==> src/rtl/one_two_pkg.sv <==
// Shared types and constants for the one/two classifier tally stage.
// Outcome codes name what one accepted classifier sample contributes to the tallies.
package one_two_pkg;

  localparam int W_DEFAULT = 8;

  typedef enum logic {
    COUNT = 1'b0,
    HOLD  = 1'b1
  } state_t;

  localparam logic [1:0] OUT_ONE     = 2'd0;
  localparam logic [1:0] OUT_TWO     = 2'd1;
  localparam logic [1:0] OUT_OTHER   = 2'd2;
  localparam logic [1:0] OUT_ILLEGAL = 2'd3;

  function automatic logic [1:0] classify(input logic one, input logic two);
    logic [1:0] outcome;
    unique case ({one, two})
      2'b10:   outcome = OUT_ONE;
      2'b01:   outcome = OUT_TWO;
      2'b00:   outcome = OUT_OTHER;
      default: outcome = OUT_ILLEGAL;
    endcase
    return outcome;
  endfunction

endpackage

==> src/rtl/sat_counter.sv <==
// Saturating up-counter with synchronous clear; clear wins over increment.
module sat_counter #(
  parameter int W = 8
) (
  input  logic         clk,
  input  logic         reset,
  input  logic         inc,
  input  logic         clr,
  output logic [W-1:0] q
);

  always_ff @(posedge clk) begin
    if (reset || clr) begin
      q <= '0;
    end else if (inc && (q != '1)) begin
      q <= q + 1'b1;
    end
  end

endmodule

==> src/rtl/one_two_tally.sv <==
// Tallies classifier outcomes and hands out a snapshot on request.
// state | meaning
// COUNT | accepting samples; report takes a snapshot and clears the tallies
// HOLD  | snapshot presented on out_*, waiting for out_ready
module one_two_tally
  import one_two_pkg::*;
#(
  parameter int W = W_DEFAULT
) (
  input  logic         clk,
  input  logic         reset,
  input  logic         in_valid,
  output logic         in_ready,
  input  logic         one,
  input  logic         two,
  input  logic         report,
  output logic         out_valid,
  input  logic         out_ready,
  output logic [W-1:0] out_one,
  output logic [W-1:0] out_two,
  output logic [W-1:0] out_other,
  output logic         err
);

  state_t     state_q, state_d;
  logic       accepted;
  logic [1:0] outcome;
  logic       inc_one, inc_two, inc_other;
  logic       take_snap;
  logic [W-1:0] cnt_one, cnt_two, cnt_other;
  logic [W-1:0] nxt_one, nxt_two, nxt_other;

  assign in_ready  = (state_q == COUNT);
  assign accepted  = in_valid && in_ready;
  assign outcome   = classify(one, two);
  assign inc_one   = accepted && (outcome == OUT_ONE);
  assign inc_two   = accepted && (outcome == OUT_TWO);
  assign inc_other = accepted && (outcome == OUT_OTHER);
  assign take_snap = (state_q == COUNT) && report;

  // The snapshot must include a sample accepted in the report cycle, so the
  // post-increment values are formed here rather than read from the counters.
  assign nxt_one   = (inc_one   && (cnt_one   != '1)) ? cnt_one   + 1'b1 : cnt_one;
  assign nxt_two   = (inc_two   && (cnt_two   != '1)) ? cnt_two   + 1'b1 : cnt_two;
  assign nxt_other = (inc_other && (cnt_other != '1)) ? cnt_other + 1'b1 : cnt_other;

  sat_counter #(.W(W)) u_cnt_one (
    .clk(clk), .reset(reset), .inc(inc_one), .clr(take_snap), .q(cnt_one)
  );

  sat_counter #(.W(W)) u_cnt_two (
    .clk(clk), .reset(reset), .inc(inc_two), .clr(take_snap), .q(cnt_two)
  );

  sat_counter #(.W(W)) u_cnt_other (
    .clk(clk), .reset(reset), .inc(inc_other), .clr(take_snap), .q(cnt_other)
  );

  always_comb begin
    state_d = state_q;
    unique case (state_q)
      COUNT:   if (report) state_d = HOLD;
      HOLD:    if (out_ready) state_d = COUNT;
      default: state_d = COUNT;
    endcase
  end

  always_ff @(posedge clk) begin
    if (reset) begin
      state_q   <= COUNT;
      out_valid <= 1'b0;
      out_one   <= '0;
      out_two   <= '0;
      out_other <= '0;
      err       <= 1'b0;
    end else begin
      state_q <= state_d;
      if (take_snap) begin
        out_one   <= nxt_one;
        out_two   <= nxt_two;
        out_other <= nxt_other;
        out_valid <= 1'b1;
      end else if ((state_q == HOLD) && out_ready) begin
        out_valid <= 1'b0;
      end
      if (accepted && (outcome == OUT_ILLEGAL)) begin
        err <= 1'b1;
      end
    end
  end

endmodule

==> config.mk <==
export PLATFORM = sky130hd
export DESIGN_NAME = one_two_tally
export DESIGN_NICKNAME = d
export VERILOG_FILES = /design/src/rtl/one_two_pkg.sv /design/src/rtl/sat_counter.sv /design/src/rtl/one_two_tally.sv
export SDC_FILE = /design/constraint.sdc
export NUM_CORES = 1
export LEC_CHECK = 0
export CORE_MARGIN = 5
export CORE_UTILIZATION = 25
export CTS_CLUSTER_DIAMETER = 100
export CTS_CLUSTER_SIZE = 10
export DETAILED_ROUTE_END_ITERATION = 10
export HOLD_SLACK_MARGIN = 0.12
export PLACE_DENSITY_LB_ADDON = 0.3
export SYNTH_ARGS = -nofsm -noshare
export SYNTH_HDL_FRONTEND = slang
export SYNTH_SLANG_ARGS = --single-unit
==> constraint.sdc <==
create_clock -name clk -period 4.75 [get_ports clk]
set_clock_uncertainty 0.15 [all_clocks]
set_input_delay 0.475 -clock clk [delete_from_list [all_inputs] [get_ports clk]]
set_output_delay 0.475 -clock clk [all_outputs]
set_load 0.05 [all_outputs]
==> results of run 1 <==
-- critical path: cells and delay by family --
| kind | cells | cell delay [ns] |
|---|---|---|
| and+or+nand+nor | 4 | 1.33 |
| buffers and inverters | 1 | 0.56 |
-- cell type report --
class                           count  area, µm²
Inverter                            5       18.8
Timing Repair Buffer               35        345
Tap cell                          108        135
Clock inverter                      1       30.0
Multi-Input combinational cell    186       1150
Fill cell                         912       5990
Sequential cell                    51       1020
Clock buffer                        6       72.6
-- synthesized netlist by cell type (all sizes together), types with 2 or more instances --
| master | count |
|---|---|
| dfxtp | 51 |
| o21ai | 22 |
| mux2i | 9 |
| o41ai | 2 |
| and3 | 3 |
| or2 | 3 |
| and4bb | 2 |
| or4 | 6 |
| or3 | 4 |
| xor2 | 4 |
| o31ai | 3 |
| a21oi | 10 |
| nor3 | 6 |
| nand2b | 4 |
| nand3 | 15 |
| o311ai | 2 |
| inv | 5 |
| nand4bb | 2 |
| nand2 | 31 |
| buf | 2 |
| nand4 | 7 |
| ha | 3 |
| clkbuf | 12 |
| o211ai | 8 |
| nor2 | 22 |
| a211oi | 2 |
| a32oi | 3 |
-- state kept, by name (all words and copies together) (netlist names) --
register	count
out_valid	1
err	1
u_cnt_two.q	8
u_cnt_one.q	8
u_cnt_other.q	8
out_two	8
state_q	1
out_one	8
out_other	8
-- worst paths after layout --
check / from / endpoint / slack [ns] / cells past startpoint
worst max-delay path: two / out_other[3] / 2.47 / 5
worst min-delay path: out_two[2] / out_two[2] / 0.31 / 2
worst max register to register: state_q / u_cnt_other.q[5] / 2.55 / 5
worst min register to register: out_two[2] / out_two[2] / 0.31 / 2
-- logic make-up after synthesis --
logic type / synth area share
AND/OR/NAND/NOR: 0.272
AO/OA/AOI/OAI: 0.161
flip-flops: 0.451
buffers and inverters: 0.0403
multiplexers: 0.0398
XOR/XNOR: 0.0193
adder cells (fa/ha/maj): 0.0166
-- per-stage QoR --
stage	util	std cells	total power, mW
2_1_floorplan	-	256	0.480
4_1_cts	0.317	392	0.795
6_report	0.317	392	0.782
3_5_place_dp	0.305	385	0.500
5_1_grt	0.317	392	0.814
3_3_place_gp	0.305	385	0.499
-- power by group through the flow --
| stage | registers [mW] | logic, mW | clock network, mW |
|---|---|---|---|
| detailed placement | 0.444 | 0.0551 | 0 |
| CTS | 0.435 | 0.0558 | 0.305 |
| global placement | 0.444 | 0.0548 | 0 |
| global route | 0.435 | 0.0590 | 0.320 |
| floorplan | 0.450 | 0.0301 | 0 |
| finish | 0.434 | 0.0542 | 0.294 |
-- routing by layer --
metal	vias up	GRT usage	wire, µm	share of wire
met5	-	0	0	0
met4	0	0.0283	46	0.0088
met3	4	0.0351	281	0.054
met2	27	0.147	2310	0.44
met1	905	0.123	2580	0.49
li1	990	-	-	-
==> summary.txt, run 1 <==
Clock network
  – Clock Root Buffer: clkbuf_8
  – Htree depth: 2
  – Clk slew on worst S/H paths: 0.09 ns
  – CTS tree: built
  – Resized cells post-CTS: 0
  – Setup bufs post-CTS: 0
  – # hold bufs at CTS: 0
  – CTS Buf Count: 5
  – CTS Buffer Depth: 2
  – Worst skew pair latency: 0.30 ns
  – CTS sink count: 51

Timing
  – Worst slew margin relative to its limit: 0.456
  – # setup viols final: 0
  – Maximum clock frequency: 439 MHz
  – Tmin final: 2.28 ns
  – RSZ-0062 raised after global routing: no
  – Smallest setup slack after layout: 2.47 ns
  – Worst-margin pin slew: approximately 0.82 ns
  – Setup tns final: 0 ns
  – Tcrit/Tclk final: 0.479
  – Pins Over Slew Limit: 0
  – WHS: 0.307 ns
  – Final Hold Fails: 0

Global route
  – First-pass GRT wire length: approximately 8700 µm
  – Total track usage: 0.0948
  – Antenna violations before repair: 0
  – Pin count of the biggest net entering global routing: 25
  – Vias in the first global route: 1834
  – Grt ovf: 0

Critical path
  – Type of the worst setup path: in2reg
  – Critical path required time: between 4 and 5 ns
  – Critical-path cell with the highest stage delay: clkdlybuf4s50_1
  – Crit start category: input port
  – Crit. End Element: flop
  – Max FO, Critical Path: 8
  – Slowest stage delay, CP: about 0.56 ns
  – CP arrival: between 2 and 2.5 ns
  – Cell breakdown of the critical path: clkdlybuf4s50_1 -> nor4b_4 -> nand2_1 -> or4_1 -> nand3_1

Synthesis
  – Post-synth EDFFs: 0
  – Syn Area/Cell: ~9 µm²
  – Seq/Total Area, Yosys: 0.451
  – Post-Syn Instances: 256
  – Top cell type's share of synthesized area: 0.451
  – Yosys cell types: 46
  – Syn Nets: 266
  – FF+latch count, synth: 51
  – Mapped Area: 2260 µm²
  – Synth area leaders: dfxtp_1 45%, nand2_1 5.1%, o21ai_0 4.9%
  – Synth area leader: dfxtp_1
  – Ys async rst share: 0
  – Main synth FF type: dfxtp_1
  – Synthesis Warnings: 0

Power and ir drop
  – Net Sw Frac: 0.228
  – Flop pwr share: 0.555
  – Internal: 0.604 mW
  – Clock power frac: 0.375
  – Switch Pwr: 0.178 mW
  – Maximum vdd drop: 0.118 mV
  – P_leak: 0.926 nW
  – Combinational Power Share: 0.069
  – PD cells: roughly 280 nW/µm²

Place
  – Cell Area, Placed: about 2700 µm²
  – Placer Congestion: between 0.7 and 0.8
  – Place WS: ~2.1 ns
  – Port Buf Inserts: 33
  – HPWL after detailed placement: 3610 µm

Finish
  – Fin nets: 294
  – Commonest cells after routing, fill and taps aside: 51 x dfxtp_1, 33 x clkdlybuf4s50_1, 31 x nand2_1
  – Final Cell Area: approximately 2800 µm²
  – Antenna diodes: 0
  – Area Growth Syn to Fin: 22.5%
  – Most common cell after layout, fill and taps aside: dfxtp_1
  – Share of cells above drive strength 1: 0.0528

Die
  – DIE WIDTH: 105 µm
  – Core Region: just under 9000 µm²
  – I/O pin count: 34
  – # rows: 34
  – Chip Height: 105 µm
  – Initial Utilization: 0.258
  – Total Die Area: ~11000 µm²

Route
  – Post-route DRC: 0
  – Post-DRT Antenna Nets: 0
  – DR WL/cell: 13.3 µm
  – DR vias: 1926
  – First-pass DRT Iterations: 4
  – DRT iter0 DRCs: 58
  – Routed WL: between 5000 and 6000 µm
  – Vias per cell: just under 5

Hold path
  – Hold Path Class: reg2reg

Run status
  – Status: completed

Run
  – Max cap viols: 0
No activity file was read; power rests on OpenSTA's default activity.
==> run 2: changes to the inputs <==
- clock period: 4.75 -> 2.35 ns (I/O delays scaled with it)
==> summary.txt, run 2 (same netlist as run 1, synthesis figures left out) <==
Route
  – Routed WL: 5250 µm (+0.67%)
  – First-pass DRT Iterations: 4 (unchanged)
  – Post-DRT Antenna Nets: 0 (unchanged)
  – DR top layer: met4
  – Post-route DRC: 0 (unchanged)
  – Met3 Wirelength: 340 µm (+21%)
  – DR WL/cell: 13.2 µm (-0.85%)
  – WL met1: 2520 µm (-2.3%)
  – DRT iter0 DRCs: 59 (+1.7%)
  – Vias per cell: 4.97 (+1.1%)
  – DR vias: 1977 (+2.6%)
  – Metal2 WL: 2340 µm (+1.2%)

Die
  – Initial Utilization: 0.258 (unchanged)
  – # rows: 34 (unchanged)
  – I/O pin count: 34 (unchanged)
  – Total Die Area: 11100 µm² (unchanged)
  – Core Region: 8760 µm² (unchanged)
  – Chip Height: 105 µm (unchanged)
  – DIE WIDTH: 105 µm (unchanged)

Global route
  – Vias in the first global route: 1824 (-0.55%)
  – Grt ovf: 0 (unchanged)
  – Antenna violations before repair: 0 (unchanged)
  – Total track usage: 0.0955 (+0.000639)
  – First-pass GRT wire length: 8830 µm (+1.3%)
  – Pin count of the biggest net entering global routing: 18 (-28%)

Hold path
  – Hold Path Class: reg2reg

Critical path
  – Buffers and inverters on the worst path: 2 (+1)
  – Type of the worst setup path: reg2out
  – Max FO, Critical Path: 10 (+2)
  – CP arrival: 1.65 ns (-0.73 ns)
  – Crit-path leading delay family: buffers and inverters
  – Cell breakdown of the critical path: inv_1 -> clkdlybuf4s50_1
  – Crit. End Element: output port
  – Crit start category: flop
  – Critical-path cell with the highest stage delay: clkdlybuf4s50_1
  – Slowest stage delay, CP: 0.71 ns (+0.15 ns)
  – Critical path required time: 1.97 ns (-2.88 ns)

Timing
  – RSZ-0062 raised after global routing: no
  – Maximum clock frequency: 492 MHz
  – Worst-margin pin slew: 0.540 ns (-0.275 ns)
  – Setup tns final: 0 ns (unchanged)
  – Tcrit/Tclk final: 0.865
  – Pins Over Slew Limit: 0 (unchanged)
  – # setup viols final: 0 (unchanged)
  – Worst slew margin relative to its limit: 0.639 (+0.182)
  – Final Hold Fails: 0 (unchanged)
  – Tmin final: 2.03 ns

Clock network
  – Clk slew on worst S/H paths: 0.09 ns (about the same)
  – Resized cells post-CTS: 0 (unchanged)
  – Clock Root Buffer: clkbuf_8
  – Htree depth: 2 (unchanged)
  – CTS tree: built
  – CTS Buf Count: 5 (unchanged)
  – # hold bufs at CTS: 0 (unchanged)
  – CTS sink count: 51 (unchanged)
  – Worst skew pair latency: 0.30 ns (about the same)
  – Setup bufs post-CTS: 0 (unchanged)
  – CTS Buffer Depth: 2 (unchanged)

Finish
  – Most common cell after layout, fill and taps aside: dfxtp_1
  – Share of cells above drive strength 1: 0.0724 (+0.0196)
  – Fin nets: 299 (+1.7%)
  – Final Non-Filler Cells: 398 (+1.5%)
  – Commonest cells after routing, fill and taps aside: 51 x dfxtp_1, 33 x clkdlybuf4s50_1, 31 x nand2_1
  – Area Growth Syn to Fin: 24.4%
  – Antenna diodes: 0 (unchanged)

Place
  – DP Cell Count: 390 (+1.3%)
  – Placer Congestion: 0.778 (-1.8%)
  – Port Buf Inserts: 33 (unchanged)
  – HPWL after detailed placement: 3810 µm (+5.5%)

Run status
  – Status: completed

Run
  – Max cap viols: 0 (unchanged)

Power and ir drop
  – Maximum vdd drop: 0.246 mV (+110%)
  – P_leak: 0.951 nW (+2.7%)
  – PD cells: 543 nW/µm² (+93%)
## run 2: worst min-delay path, delay by kind of cell (launching register included)
kind               cells  cell delay, ns
and+or+nand+nor        1            0.05
DFF                    1            0.33
AOI/OAI and AO/OA      1            0.05
## run 2: final timing paths
kind	from	end	slack [ns]	depth (start not counted)
setup reg to reg	state_q	u_cnt_two.q[5]	0.42	4
hold / removal	out_two[2]	out_two[2]	0.31	2
setup / recovery	state_q	in_ready	0.32	2
hold reg to reg	out_two[2]	out_two[2]	0.31	2
## run 2: per-layer routing
metal  GRT usage  up-vias
li1            -     1002
met1       0.124      933
met4      0.0329        0
met5           0        -
met3      0.0364        6
met2       0.145       36
## run 2: area by class of cell
cell class / instances / area, µm²
Inverter: 5 / 18.8
Tap cell: 108 / 135
Clock inverter: 1 / 8.76
Clock buffer: 7 / 86.3
Sequential cell: 51 / 1020
Timing Repair Buffer: 40 / 395
Multi-Input combinational cell: 186 / 1150
Fill cell: 934 / 5950
## run 2: report_power, final
group,switching (mW),leakage (nW),internal (mW)
logic,0.0753,0.491,0.0465
registers,0.00733,0.412,0.871
clock network,0.289,0.0484,0.242
total,0.371,0.951,1.16
## run 2: through the flow
stage	power, mW	worst slack (ns)	util	hold WS (ns)	area (µm²)
2_1_floorplan	0.969	0.543	-	0.157	2260
3_3_place_gp	1.02	0.106	0.311	0.291	2720
3_5_place_dp	1.02	0.0780	0.311	0.291	2720
4_1_cts	1.55	0.309	0.322	0.312	2820
5_1_grt	1.59	0.251	0.322	0.346	2820
6_report	1.53	0.318	0.322	0.306	2820
